===== config.mk =====
export PLATFORM = sky130hd
export DESIGN_NAME = pixel_mem_arbiter
export DESIGN_NICKNAME = d
export VERILOG_FILES = /design/src/rtl/pixel_mem_arbiter.sv
export SDC_FILE = /design/constraint.sdc
export NUM_CORES = 1
export LEC_CHECK = 0
export ABC_CLOCK_PERIOD_IN_PS = 3200
export BUFFER_PORTS_ARGS = -buffer_cell sky130_fd_sc_hd__clkbuf_2
export CAP_MARGIN = 10
export CORE_MARGIN = 3
export CORE_UTILIZATION = 50
export CTS_CLUSTER_SIZE = 24
export DETAILED_ROUTE_END_ITERATION = 8
export PLACE_DENSITY_LB_ADDON = 0.1
export SYNTH_ARGS = -nofsm -noshare
export SYNTH_HDL_FRONTEND = slang
export SYNTH_SLANG_ARGS = --single-unit

===== constraint.sdc =====
create_clock -name CLK -period 3.2 [get_ports CLK]
set_input_delay 0.64 -clock CLK [delete_from_list [all_inputs] [get_ports CLK]]
set_output_delay 0.64 -clock CLK [all_outputs]
set_load 0.01 [all_outputs]

===== src/rtl/pixel_mem_arbiter.sv =====
// Two-port read arbiter for the 48-bit frame memory port.
// Display fetch has priority; host readback gets a forced grant after a starvation limit.
`timescale 1ns/1ps
module pixel_mem_arbiter #(
  parameter int ADDR_W     = 16,
  parameter int DATA_W     = 48,
  parameter int MEM_LAT    = 1,
  parameter int STARVE_MAX = 4
) (
  input  logic              CLK,
  input  logic              RESET,
  input  logic              REQ0,
  input  logic [ADDR_W-1:0] ADDR0,
  output logic              GNT0,
  output logic              VALID0,
  input  logic              REQ1,
  input  logic [ADDR_W-1:0] ADDR1,
  output logic              GNT1,
  output logic              VALID1,
  output logic [DATA_W-1:0] RDATA,
  output logic [ADDR_W-1:0] MEM_ADDR,
  output logic              MEM_EN,
  input  logic [DATA_W-1:0] MEM_DATA,
  output logic              BUSY
);

  typedef enum logic [1:0] {
    IDLE,
    ISSUE,
    WAIT,
    DELIVER
  } state_t;

  localparam logic [3:0] SMAX = 4'(STARVE_MAX);
  localparam logic [2:0] LAT  = 3'(MEM_LAT);

  state_t            state;
  state_t            state_nxt;
  logic              owner;
  logic              owner_nxt;
  logic [3:0]        starve;
  logic [3:0]        starve_nxt;
  logic [2:0]        lat;
  logic [2:0]        lat_nxt;
  logic [ADDR_W-1:0] addr_q;
  logic [ADDR_W-1:0] addr_nxt;
  logic [DATA_W-1:0] rdata_q;
  logic [DATA_W-1:0] rdata_nxt;

  logic arb;
  logic any_req;
  logic win;

  assign any_req = REQ0 | REQ1;
  assign arb     = (state == IDLE) || (state == DELIVER);

  // Port 1 wins alone, or when both ask and it has waited long enough
  assign win = REQ1 && (!REQ0 || (starve == SMAX));

  always_ff @(posedge CLK) begin
    if (RESET) begin
      state   <= IDLE;
      owner   <= 1'b0;
      starve  <= '0;
      lat     <= '0;
      addr_q  <= '0;
      rdata_q <= '0;
    end else begin
      state   <= state_nxt;
      owner   <= owner_nxt;
      starve  <= starve_nxt;
      lat     <= lat_nxt;
      addr_q  <= addr_nxt;
      rdata_q <= rdata_nxt;
    end
  end

  always_comb begin
    state_nxt  = state;
    owner_nxt  = owner;
    starve_nxt = starve;
    lat_nxt    = lat;
    addr_nxt   = addr_q;
    rdata_nxt  = rdata_q;
    unique case (state)
      IDLE, DELIVER: begin
        if (any_req) begin
          state_nxt = ISSUE;
          owner_nxt = win;
          addr_nxt  = win ? ADDR1 : ADDR0;
        end else begin
          state_nxt = IDLE;
        end
        if (any_req && !win && REQ1) begin
          starve_nxt = (starve == SMAX) ? SMAX : starve + 4'd1;
        end else begin
          starve_nxt = '0;
        end
      end
      ISSUE: begin
        state_nxt = WAIT;
        lat_nxt   = LAT;
      end
      WAIT: begin
        if (lat == 3'd1) begin
          state_nxt = DELIVER;
          rdata_nxt = MEM_DATA;
        end else begin
          lat_nxt = lat - 3'd1;
        end
      end
      default: state_nxt = IDLE;
    endcase
  end

  always_comb begin
    GNT0   = 1'b0;
    GNT1   = 1'b0;
    VALID0 = 1'b0;
    VALID1 = 1'b0;
    MEM_EN = 1'b0;
    BUSY   = (state != IDLE);
    if (state == ISSUE) begin
      MEM_EN = 1'b1;
      GNT0   = !owner;
      GNT1   = owner;
    end
    if (state == DELIVER) begin
      VALID0 = !owner;
      VALID1 = owner;
    end
  end

  assign MEM_ADDR = addr_q;
  assign RDATA    = rdata_q;

endmodule


==> results of run 1 <==
==> logic make-up after synthesis <==
kind of cell / share of synthesized area
xor gates and xnor gates: 0.00807
buffers and inverters: 0.0607
and+or+nand+nor: 0.286
muxes: 0.00307
AOI/OAI and AO/OA: 0.157
DFF: 0.455
adders and majority gates: 0.0307
==> per-stage QoR <==
stage          setup WS [ns]  area [sq um]
3_3_place_gp           0.940          3980
4_1_cts                0.822          4170
6_report               0.829          4170
2_1_floorplan           1.61          3260
5_1_grt                0.585          4170
3_5_place_dp           0.844          3980
==> cell usage in the layout (no fill, tap or decap), drive strengths merged <==
master and instances:
a21oi 51, ha 8, nand2 99, nand3b 2, nor2b 4, and3b 1
o21ai 2, inv 10, mux2i 1, o211ai 2, nor4bb 17, nor3 4
dfxtp 74, o21ba 1, a21o 1, nor4 16, a211oi 16, bufinv 1
nand2b 2, xor2 2, nand4b 2, or3 3, clkinvlp 1, and2 2
clkbuf 163, xnor2 1, clkinv 3, buf 3, nor2 17, o311a 1
a31oi 3, o21bai 1
==> sequential cells by signal, indices dropped and copies added, names as in the netlist <==
name,count
lat,3
state,2
RDATA,48
MEM_ADDR,16
starve,4
owner,1
==> worst min-delay path, cell delays in order, from the launching register on <==
cell and delay, ns:
sky130_fd_sc_hd__dfxtp_1 0.31, sky130_fd_sc_hd__nand2_1 0.05, sky130_fd_sc_hd__a21oi_1 0.05
==> area by class of cell <==
cell class	count	area [sq um]
sequential	74	1480
clock inverter	6	65.1
timing repair buffer	156	788
multi-input combinational	259	1580
clock buffer	10	128
fill	546	1960
tap	75	93.8
inverter	9	33.8
==> worst max path at each step <==
| stage | slack [ns] | cells after the start | start | end |
|---|---|---|---|---|
| 2_1_floorplan | 1.61 | 3 | RESET | MEM_ADDR[10]$_SDFFE_PP0P_ |
| 3_3_place_gp | 0.94 | 5 | state[0]$_SDFFE_PP0P_ | state[0]$_SDFFE_PP0P_ |
| 3_5_place_dp | 0.84 | 5 | state[0]$_SDFFE_PP0P_ | state[0]$_SDFFE_PP0P_ |
| 4_1_cts | 0.82 | 5 | state[0]$_SDFFE_PP0P_ | state[0]$_SDFFE_PP0P_ |
| 5_1_grt | 0.59 | 5 | state[0]$_SDFFE_PP0P_ | state[0]$_SDFFE_PP0P_ |
| 6_report | 0.83 | 5 | state[0]$_SDFFE_PP0P_ | state[0]$_SDFFE_PP0P_ |
==> per-layer routing <==
metal  vias to the layer above  wire length (microns)  share of wire  GRT usage
met1                      1385                   3610           0.43      0.280
met2                       110                   4030           0.48      0.376
met3                        14                    651          0.077     0.0703
met5                         -                      0              0          0
li1                       1553                      -              -          -
met4                         0                    135          0.016     0.0765
==> power by group <==
group | internal, uW | switching, uW | leakage [uW]
Combinational | 385 | 601 | 0.00112
Sequential | 1080 | 95.4 | 0.000602
Clock | 362 | 350 | 0.0000966
==> results, run 1 <==
- After clock tree synthesis, the clock-pin slew on the worst setup and hold paths is 0.08 ns.
- Of the available clock period, the critical path in the final layout requires 0.741.
- The CTS tree is built.
- In this run, the number of DRC markers left after iteration 0 of detailed routing was 101.
- The routability congestion estimate is 0.765.
- Row generation in the floorplan step produced 28 rows.
- The net count of the mapped netlist is 465.
- For this run, the leading register cell type out of synthesis is sky130_fd_sc_hd__dfxtp_1.
- The die covers 0.00752 sq mm.
- The count of buffer and inverter cells on the critical path is 1.
- Clock latency on the worst-skew pair, taken at its later pin, is 0.34 ns.
- The count of buffers added on input and output ports is 153.
- Clock skew on the completed layout was measured at 0.0102 ns.
- Traced cell by cell, the critical path runs through inv_1 > ha_1 > o21ba_1 > o21ai_0 > a31oi_1.
- The layout net count is 601.
- The aggregate routed wire length is 8430 microns.
- The number of maximum-capacitance constraint violations is 0.
- The buffer depth of the longest clock path is 2.
- The worst register-to-register path begins at state[0]$_SDFFE_PP0P_.
- From synthesis to final layout, the design area changed by 28.0%.
- The cell class contributing the biggest share of worst-path delay is compound AO/OA/AOI/OAI gates.
- The type of origin of the critical path is a flop.
- The endpoint of the most critical register-to-register path is state[0]$_SDFFE_PP0P_.
- The share of the yosys chip area belonging to registers is 0.455.
- The synthesized design contains 0 enable-type register cells.
- The worst path needs 2.37 ns of the cycle, external delays included.
- The number of H-tree levels is 3.
- After detailed routing, the average wire length per cell comes to 14.3 microns.
- The synthesized netlist occupies a cell area of 0.00326 sq mm.
- The worst setup path is captured at a flop.
- Yosys printed 0 warnings.
- The first-pass GRT wire length is 13,800 microns.
- The flow ran to the end, and the final reports show no timing, DRC or antenna violations.
- The tightest slew margin relative to the limit is 0.375.
- Setup repair after global routing left no endpoint under its margin.
- The ratio of routed vias to standard cells is 5.20.
- The finished layout holds 589 standard cells, fillers aside.
- The detailed-route DRC error count is 0.
- The total count of hold-check failures in the final report is 0.
- For this run, the total global-route usage over all layers was measured as 0.227.
- The number of cells on the worst hold path is 2.
- The final-report setup violation count is 0.
- Counting instances in the post-synthesis netlist gives the leading cell types as sky130_fd_sc_hd__nand2_1 (99), sky130_fd_sc_hd__dfxtp_1 (74), sky130_fd_sc_hd__a21oi_1 (51).
- The number of antenna violations at the first check in global routing came to 0.
- The post-CTS repair timing setup buffer count is 0.
- In the final layout, the share of cells above drive strength 1 is 0.381.
- The share of the synthesized area in the top cell type is 0.455.
- In this run, synthesis produced a sequential element count of 74.
- The number of global-route vias before repair is 3,042.
- Counting cells, the worst reg-to-reg path comes to 5.
- The power density normalized to cell area is 689 mW/mm^2.
- The pin count of the biggest net entering global routing is 50.
- The delay of the slowest cell on the worst path is 0.81 ns.
- The worst hold path begins at RDATA[3]$_SDFFE_PP0P_.
- At the pin with the least slew margin, the transition time is 0.938 ns.
- The average footprint of a synthesized cell is 8.73 sq um.
- The power after layout is 2870 uW.
- The internal reg-to-reg setup slack is 0.83 ns.
- Synthesis produced a netlist whose cell count is 373.
- The HPWL after detailed placement is 6020 microns.
- The clock drives 74 sinks.
- IR analysis of the VDD net gives a maximum drop of 431 uV.
- The clock tree root buffer cell is sky130_fd_sc_hd__clkbuf_8.
- The number of gates given a new drive strength after cts is 0.
- The count of nets left with antenna violations once routing finished came out at 0.
- The analysis attributes to cell leakage a power of 0.00181 uW.
- The most used standard cell by instance count after synthesis is sky130_fd_sc_hd__nand2_1.
- The proportion of register bits with asynchronous set or reset after synthesis is 0.
- For the final routed database, the setup TNS stands at 0 ns.
- The number of primary I/O pins is 154.
- The x dimension of the die is 86.7 microns.
- The tightest min-delay check is of the flop to flop type.
- STA puts the critical path data arrival time at 2.62 ns.
- The final-layout worst hold slack is 0.456 ns.
- The vias after detailed routing is 3,062.
- The initial standard-cell utilization of the core is 0.531.
- The total of hold buffers inserted after clock tree synthesis is 0.
- The area of the placeable core is 0.00613 sq mm.
- The cell with the largest stage delay on the worst path is sky130_fd_sc_hd__o21ba_1.
- STA puts the critical path data required time at 3.45 ns.
- The final max-slew violation count is 0.
- The number of iterations in the first detailed-routing pass is 4.
- The critical path start-end classification is flop to flop.
- In this run the vertical extent of the chip is 86.7 microns.
- The synthesized netlist contains 35 unique library cells.
- Clock tree synthesis inserted a total of 9 buffers.
- In this run the worst path has a maximum fanout of 26.
- Summed over all instances, the cell type with the most area after synthesis is sky130_fd_sc_hd__dfxtp_1.
- For this run, the share of the core covered by cells in the final layout is 0.680.
- Yosys attributes the largest share of cell area to sky130_fd_sc_hd__dfxtp_1 (45%), sky130_fd_sc_hd__nand2_1 (11%), sky130_fd_sc_hd__a21oi_1 (7.8%), sky130_fd_sc_hd__nor4bb_1 (5.2%), sky130_fd_sc_hd__nor4_2 (5.0%).
- The number of cells after detailed placement is 573.
- The number of antenna diodes in the final layout is 0.
- The endpoint of the worst hold-timing path is RDATA[3]$_SDFFE_PP0P_.
- Static timing analysis puts the maximum clock frequency at 422 MHz.
- For this run the aggregate overflow at the end of global routing stands at 0.
Note: power is estimated with default switching activity, not from simulation.
==> inputs of run 2 (changes only) <==
- ABC_CLOCK_PERIOD_IN_PS: 3200 -> 2300
- CORE_UTILIZATION: 50 -> 46
- clock period: 3.2 -> 2.3 ns (I/O delays scaled with it)
==> results, run 2 (same netlist as run 1, synthesis figures left out) <==
- The internal reg-to-reg setup slack was 0.54 ns (was 0.83 ns).
- The vias after detailed routing came to 3,054 (was 3,062).
- The total negative slack for setup checks was 0 ns (unchanged).
- The post-route core utilization is 0.620 (was 0.680).
- The clock latency on the worst-skew pair came to 0.33 ns (was 0.34 ns).
- The worst-path maximum fanout is 4 (was 26).
- The iteration-0 DRC count of the detailed router is 181 (was 101).
- The leftover overflow at the end of global routing is 0 (unchanged).
- The clock sink count is 74 (unchanged).
- The fraction of layout instances using a drive strength above 1 came to 0.384 (was 0.381).
- The type of the worst min-delay path was input pin to flop (was flop to flop).
- The type of origin of the critical path is a flop (unchanged).
- The area of the placeable core is 0.00683 sq mm (was 0.00613 sq mm).
- The critical path capture point type is an output pin (was flop).
- The number of cells on the worst hold path is 3 (was 2).
- The final period demand of the worst path is 1.76 ns.
- The leakage power summed over all cells is 0.00184 uW (was 0.00181 uW).
- The transition time at the pin with the least slew margin is 0.537 ns (was 0.938 ns).
- The number of gates given a new drive strength after cts is 0 (unchanged).
- Most used cells in the layout excluding fill and tap cells: sky130_fd_sc_hd__clkbuf_2 (153), sky130_fd_sc_hd__nand2_1 (99), sky130_fd_sc_hd__dfxtp_1 (74) (unchanged).
- The clock-pin slew reported for the worst setup and hold paths after clock tree synthesis came to 0.08 ns (about the same).
- The number of cells after detailed placement came to 598 (was 573).
- The arrival time at the worst endpoint is 1.30 ns (was 2.62 ns).
- The number of maximum-capacitance constraint violations is 0 (unchanged).
- The total of hold buffers inserted after clock tree synthesis is 0 (unchanged).
- The overall die area was 0.00813 sq mm (was 0.00752 sq mm).
- The x dimension of the die was 90.2 microns (was 86.7 microns).
- The post-DP HPWL is 5640 microns (was 6020 microns).
- The number of primary I/O pins came to 154 (unchanged).
- The final max-slew violation count is 0 (unchanged).
- The average wire per standard cell is 13.3 microns (was 14.3 microns).
- Of the available clock period, the critical path in the final layout requires 0.767.
- The post-CTS repair timing setup buffer count is 0 (unchanged).
- The pin count of the biggest net entering global routing came to 75 (was 50).
- The worst path setup slack after routing is 0.537 ns (was 0.829 ns).
- The number of flip-flops under the largest register name is 48 (unchanged).
- The total routing resource utilization after global routing came to 0.195 (was 0.227).
- The buffer depth of the longest clock path came to 2 (unchanged).
- The antenna diode count is 0 (unchanged).
- The first-pass GRT wire length was 13,300 microns (was 13,800 microns).
- The endpoint of the most critical register-to-register path was MEM_ADDR[1]$_SDFFE_PP0P_ (was state[0]$_SDFFE_PP0P_).
- The power density normalized to cell area is 947 mW/mm^2 (was 689 mW/mm^2).
- The layout net count is 605 (was 601).
- The aggregate routed wire length was 8160 microns (was 8430 microns).
- The number of buffers created by CTS came to 9 (unchanged).
- The maximum operating frequency is 567 MHz.
- The total count of hold-check failures in the final report is 0 (unchanged).
- The die height is 90.2 microns (was 86.7 microns).
- The critical path start-end classification is flop to output pin (was flop to flop).
- The ratio of routed vias to standard cells is 4.97 (was 5.20).
- The CTS tree is built (unchanged).
- RSZ-0062 raised after global routing: no (unchanged).
- The endpoint of the worst hold-timing path is RDATA[2]$_SDFFE_PP0P_ (was RDATA[3]$_SDFFE_PP0P_).
- The startpoint of the most critical hold path is MEM_DATA[2] (was RDATA[3]$_SDFFE_PP0P_).
- The launching point of the worst reg2reg path was state[1]$_SDFFE_PP0P_ (was state[0]$_SDFFE_PP0P_).
- The final-report setup violation count is 0 (unchanged).
- The clock tree root buffer cell is sky130_fd_sc_hd__clkbuf_8 (unchanged).
- The number of global-route vias before repair is 2,793 (was 3,042).
- The worst reg2reg path depth was 5 (unchanged).
- The peak supply drop is 628 uV (was 431 uV).
- The initial standard-cell utilization of the core came to 0.477 (was 0.531).
- The final setup skew is 0.0103 ns (was 0.0102 ns).
- The number of nets still failing antenna checks after routing is 0 (unchanged).
- The detailed-route DRC error count was 0 (unchanged).
- Run status: completed (unchanged).
- The tightest slew margin relative to the limit is 0.641 (was 0.375).
- The critical path required time is 1.84 ns (was 3.45 ns).
- The worst slack at placement is 0.535 ns (was 0.844 ns).
- The number of H-tree levels is 3 (unchanged).
- The number of antenna violations at the first check in global routing is 0 (unchanged).
- The number of iterations in the first detailed-routing pass was 4 (unchanged).
- The count of non-filler cells in the finished layout is 614 (was 589).
- The most common library cell in the layout ignoring fill and taps is sky130_fd_sc_hd__clkbuf_2 (unchanged).
- The final-layout worst hold slack is 0.337 ns (was 0.456 ns).
- The count of input and output buffers is 153 (unchanged).
- The synthesis-to-finish area growth is 30.1% (was 28.0%).
- The number of rows in the core area was 30 (was 28).
- The routability congestion estimate is 0.738 (was 0.765).
==> run 2: cell count changes in the layout (fill, tap and decap cells not counted) <==
cell / before / now
sky130_fd_sc_hd__and3b_1: 0 / 1
sky130_fd_sc_hd__and3b_2: 1 / 0
sky130_fd_sc_hd__buf_12: 0 / 1
sky130_fd_sc_hd__buf_4: 3 / 6
==> run 2: worst max-delay path by stage <==
stage	endpoint	start	depth (start not counted)	slack, ns
floorplan	MEM_ADDR[10]$_SDFFE_PP0P_	state[0]$_SDFFE_PP0P_	6	0.76
global placement	MEM_ADDR[1]$_SDFFE_PP0P_	REQ1	4	0.61
detailed placement	MEM_ADDR[1]$_SDFFE_PP0P_	state[1]$_SDFFE_PP0P_	5	0.53
CTS	MEM_ADDR[1]$_SDFFE_PP0P_	state[1]$_SDFFE_PP0P_	5	0.52
global route	MEM_ADDR[3]$_SDFFE_PP0P_	state[1]$_SDFFE_PP0P_	5	0.39
finish	GNT1	state[1]$_SDFFE_PP0P_	4	0.54
==> run 2: worst max-delay path, cell delays in order (launching register included) <==
cell,delay (ns)
sky130_fd_sc_hd__dfxtp_1,0.37
sky130_fd_sc_hd__inv_1,0.09
sky130_fd_sc_hd__ha_1,0.23
sky130_fd_sc_hd__and2_1,0.17
sky130_fd_sc_hd__clkbuf_2,0.12
==> run 2: where the power goes <==
part           internal (uW)  switching, uW
Sequential              1500            127
Clock                    504            485
Combinational            565            829
Total                   2570           1440
==> run 2: per-layer routing <==
layer  global-route usage  vias to the layer above  share of wire
met4               0.0689                        0          0.012
li1                     -                     1554              -
met5                    0                        -              0
met2                0.322                       99           0.48
met1                0.254                     1390           0.44
met3               0.0377                       11          0.061
==> run 2: cell type report <==
cell class,instances,area [sq um]
multi-input combinational,259,1580
fill,663,2590
clock buffer,10,128
inverter,9,33.8
sequential,74,1480
timing repair buffer,160,831
tap,96,120
clock inverter,6,65.1
==> run 2: stage by stage <==
stage               cell area, sq um  power, uW
floorplan                       3260       2610
global placement                4050       3040
detailed placement              4050       3070
global route                    4240       4280
finish                          4240       4010
CTS                             4240       4060
==> inputs of run 3 (changes only) <==
- ABC_CLOCK_PERIOD_IN_PS: 2300 -> 1700
- clock period: 2.3 -> 1.7 ns (I/O delays scaled with it)
==> results, run 3 (same netlist as run 1, synthesis figures left out) <==
- The initial standard-cell utilization of the core came to 0.477 (unchanged).
- Run status: completed (unchanged).
- The number of H-tree levels is 3 (unchanged).
- Most used cells in the layout excluding fill and tap cells: sky130_fd_sc_hd__clkbuf_2 (153), sky130_fd_sc_hd__nand2_1 (99), sky130_fd_sc_hd__dfxtp_1 (74) (unchanged).
- The final setup skew was 0.0135 ns (was 0.0103 ns).
- The post-DP HPWL is 5610 microns (was 5640 microns).
- The number of cells after detailed placement was 601 (was 598).
- The transition time at the pin with the least slew margin is 0.603 ns (was 0.537 ns).
- The vias after detailed routing was 3,102 (was 3,054).
- The total count of hold-check failures in the final report is 0 (unchanged).
- The number of nets still failing antenna checks after routing was 0 (unchanged).
- The number of antenna violations at the first check in global routing is 0 (unchanged).
- The final period demand of the worst path is 1.59 ns.
- The power after layout was 5450 uW (was 4010 uW).
- The number of global-route vias before repair is 2,814 (was 2,793).
- The overall die area is 0.00813 sq mm (unchanged).
- The count of input and output buffers is 153 (unchanged).
- Based on the critical path, the design can be clocked at up to 630 MHz.
- The fill cell instance count of the final layout is 611 (was 663).
- The worst slack at placement is 0.0740 ns (was 0.535 ns).
- The post-CTS repair timing setup buffer count is 0 (unchanged).
- The post-route core utilization was 0.633 (was 0.620).
- The aggregate routed wire length is 8100 microns (was 8160 microns).
- The CTS tree is built (unchanged).
- The number of rows in the core area was 30 (unchanged).
- The total of hold buffers inserted after clock tree synthesis is 0 (unchanged).
- The number of maximum-capacitance constraint violations is 0 (unchanged).
- The final-report setup violation count is 0 (unchanged).
- The antenna diode count is 0 (unchanged).
- The power density normalized to cell area is 1260 mW/mm^2 (was 947 mW/mm^2).
- The peak supply drop is 1240 uV (was 628 uV).
- The detailed-route DRC error count came to 0 (unchanged).
- The layout net count was 609 (was 605).
- The critical path required time came to 1.36 ns (was 1.84 ns).
- The number of buffers created by CTS is 9 (unchanged).
- The number of iterations in the first detailed-routing pass was 4 (unchanged).
- The pin count of the biggest net entering global routing came to 75 (unchanged).
- The final max-slew violation count is 0 (unchanged).
- The leftover overflow at the end of global routing is 0 (unchanged).
- In the finished design, the share of the clock period the worst path needs comes to 0.933.
- The x dimension of the die is 90.2 microns (unchanged).
- The arrival time at the worst endpoint is 1.25 ns (was 1.30 ns).
- The routability congestion estimate is 0.786 (was 0.738).
- The count of non-filler cells in the finished layout is 617 (was 614).
- The leakage power summed over all cells is 0.00187 uW (was 0.00184 uW).
- The final-layout worst hold slack is 0.212 ns (was 0.337 ns).
- The type of the worst min-delay path was input pin to flop (unchanged).
- The number of flip-flops under the largest register name came to 48 (unchanged).
- The clock-pin slew reported for the worst setup and hold paths after clock tree synthesis is 0.08 ns (about the same).
- The clock tree root buffer cell is sky130_fd_sc_hd__clkbuf_8 (unchanged).
- The clock sink count came to 74 (unchanged).
- RSZ-0062 raised after global routing: yes (was no).
- The average wire per standard cell was 13.1 microns (was 13.3 microns).
- The iteration-0 DRC count of the detailed router is 94 (was 181).
- The worst path setup slack after routing is 0.114 ns (was 0.537 ns).
- The area of the placeable core is 0.00683 sq mm (unchanged).
- The worst-path maximum fanout is 4 (unchanged).
- The ratio of routed vias to standard cells was 5.03 (was 4.97).
- The number of primary I/O pins is 154 (unchanged).
- The clock latency on the worst-skew pair is 0.34 ns (was 0.33 ns).
- The tightest slew margin relative to the limit came to 0.598 (was 0.641).
- The most common library cell in the layout ignoring fill and taps is sky130_fd_sc_hd__clkbuf_2 (unchanged).
- The critical path start-end classification is flop to output pin (unchanged).
- The number of gates given a new drive strength after cts is 0 (unchanged).
- The critical path capture point type is an output pin (unchanged).
- The total routing resource utilization after global routing is 0.196 (was 0.195).
- The buffer depth of the longest clock path came to 2 (unchanged).
- The die height was 90.2 microns (unchanged).
- The first-pass GRT wire length is 13,300 microns (about the same).
- The fraction of layout instances using a drive strength above 1 is 0.401 (was 0.384).
- The synthesis-to-finish area growth is 32.8% (was 30.1%).
- The type of origin of the critical path is a flop (unchanged).
==> run 3: cell type report <==
class | instances | area [sq um] | share of cell area
sequential | 74 | 1480 | 0.342
timing repair buffer | 163 | 907 | 0.210
multi-input combinational | 260 | 1610 | 0.373
tap | 96 | 120 | 0.0278
clock inverter | 5 | 31.3 | 0.00723
inverter | 9 | 33.8 | 0.00781
clock buffer | 10 | 138 | 0.0318
==> run 3: per-layer routing <==
layer	track usage	vias to the layer above	part of all wire
met5	0	-	0
met4	0.0816	0	0.020
met3	0.0477	15	0.060
met2	0.316	94	0.47
met1	0.251	1423	0.45
li1	-	1570	-
==> run 3: worst paths after layout <==
| path | depth (start not counted) | start | to | slack [ns] |
|---|---|---|---|---|
| min | 3 | MEM_DATA[2] | RDATA[2]$_SDFFE_PP0P_ | 0.21 |
| min reg2reg | 2 | RDATA[24]$_SDFFE_PP0P_ | RDATA[24]$_SDFFE_PP0P_ | 0.46 |
| max reg2reg | 6 | starve[0]$_SDFFE_PP0P_ | MEM_ADDR[6]$_SDFFE_PP0P_ | 0.12 |
| max | 4 | state[1]$_SDFFE_PP0P_ | GNT0 | 0.11 |
==> run 3: power by group <==
group,switching (uW),internal [uW],total (uW),leakage (uW)
sequential,167,2040,2200,0.000602
clock,620,556,1180,0.0000879
combinational,1180,889,2070,0.00118
total,1970,3480,5450,0.00187
==> run 3: worst max-delay path: stages, from the launching register on <==
cell and delay (ns):
sky130_fd_sc_hd__dfxtp_1 0.33, sky130_fd_sc_hd__inv_1 0.10, sky130_fd_sc_hd__ha_2 0.22, sky130_fd_sc_hd__nor2b_1 0.14, sky130_fd_sc_hd__clkbuf_2 0.14
==> run 3: through the flow <==
step | setup TNS (ns) | cell area [sq um]
final | 0 | 4330
after CTS | 0 | 4290
after global routing | -0.00469 | 4330
after detailed placement | 0 | 4120
after floorplan | 0 | 3260
after global placement | 0 | 4120
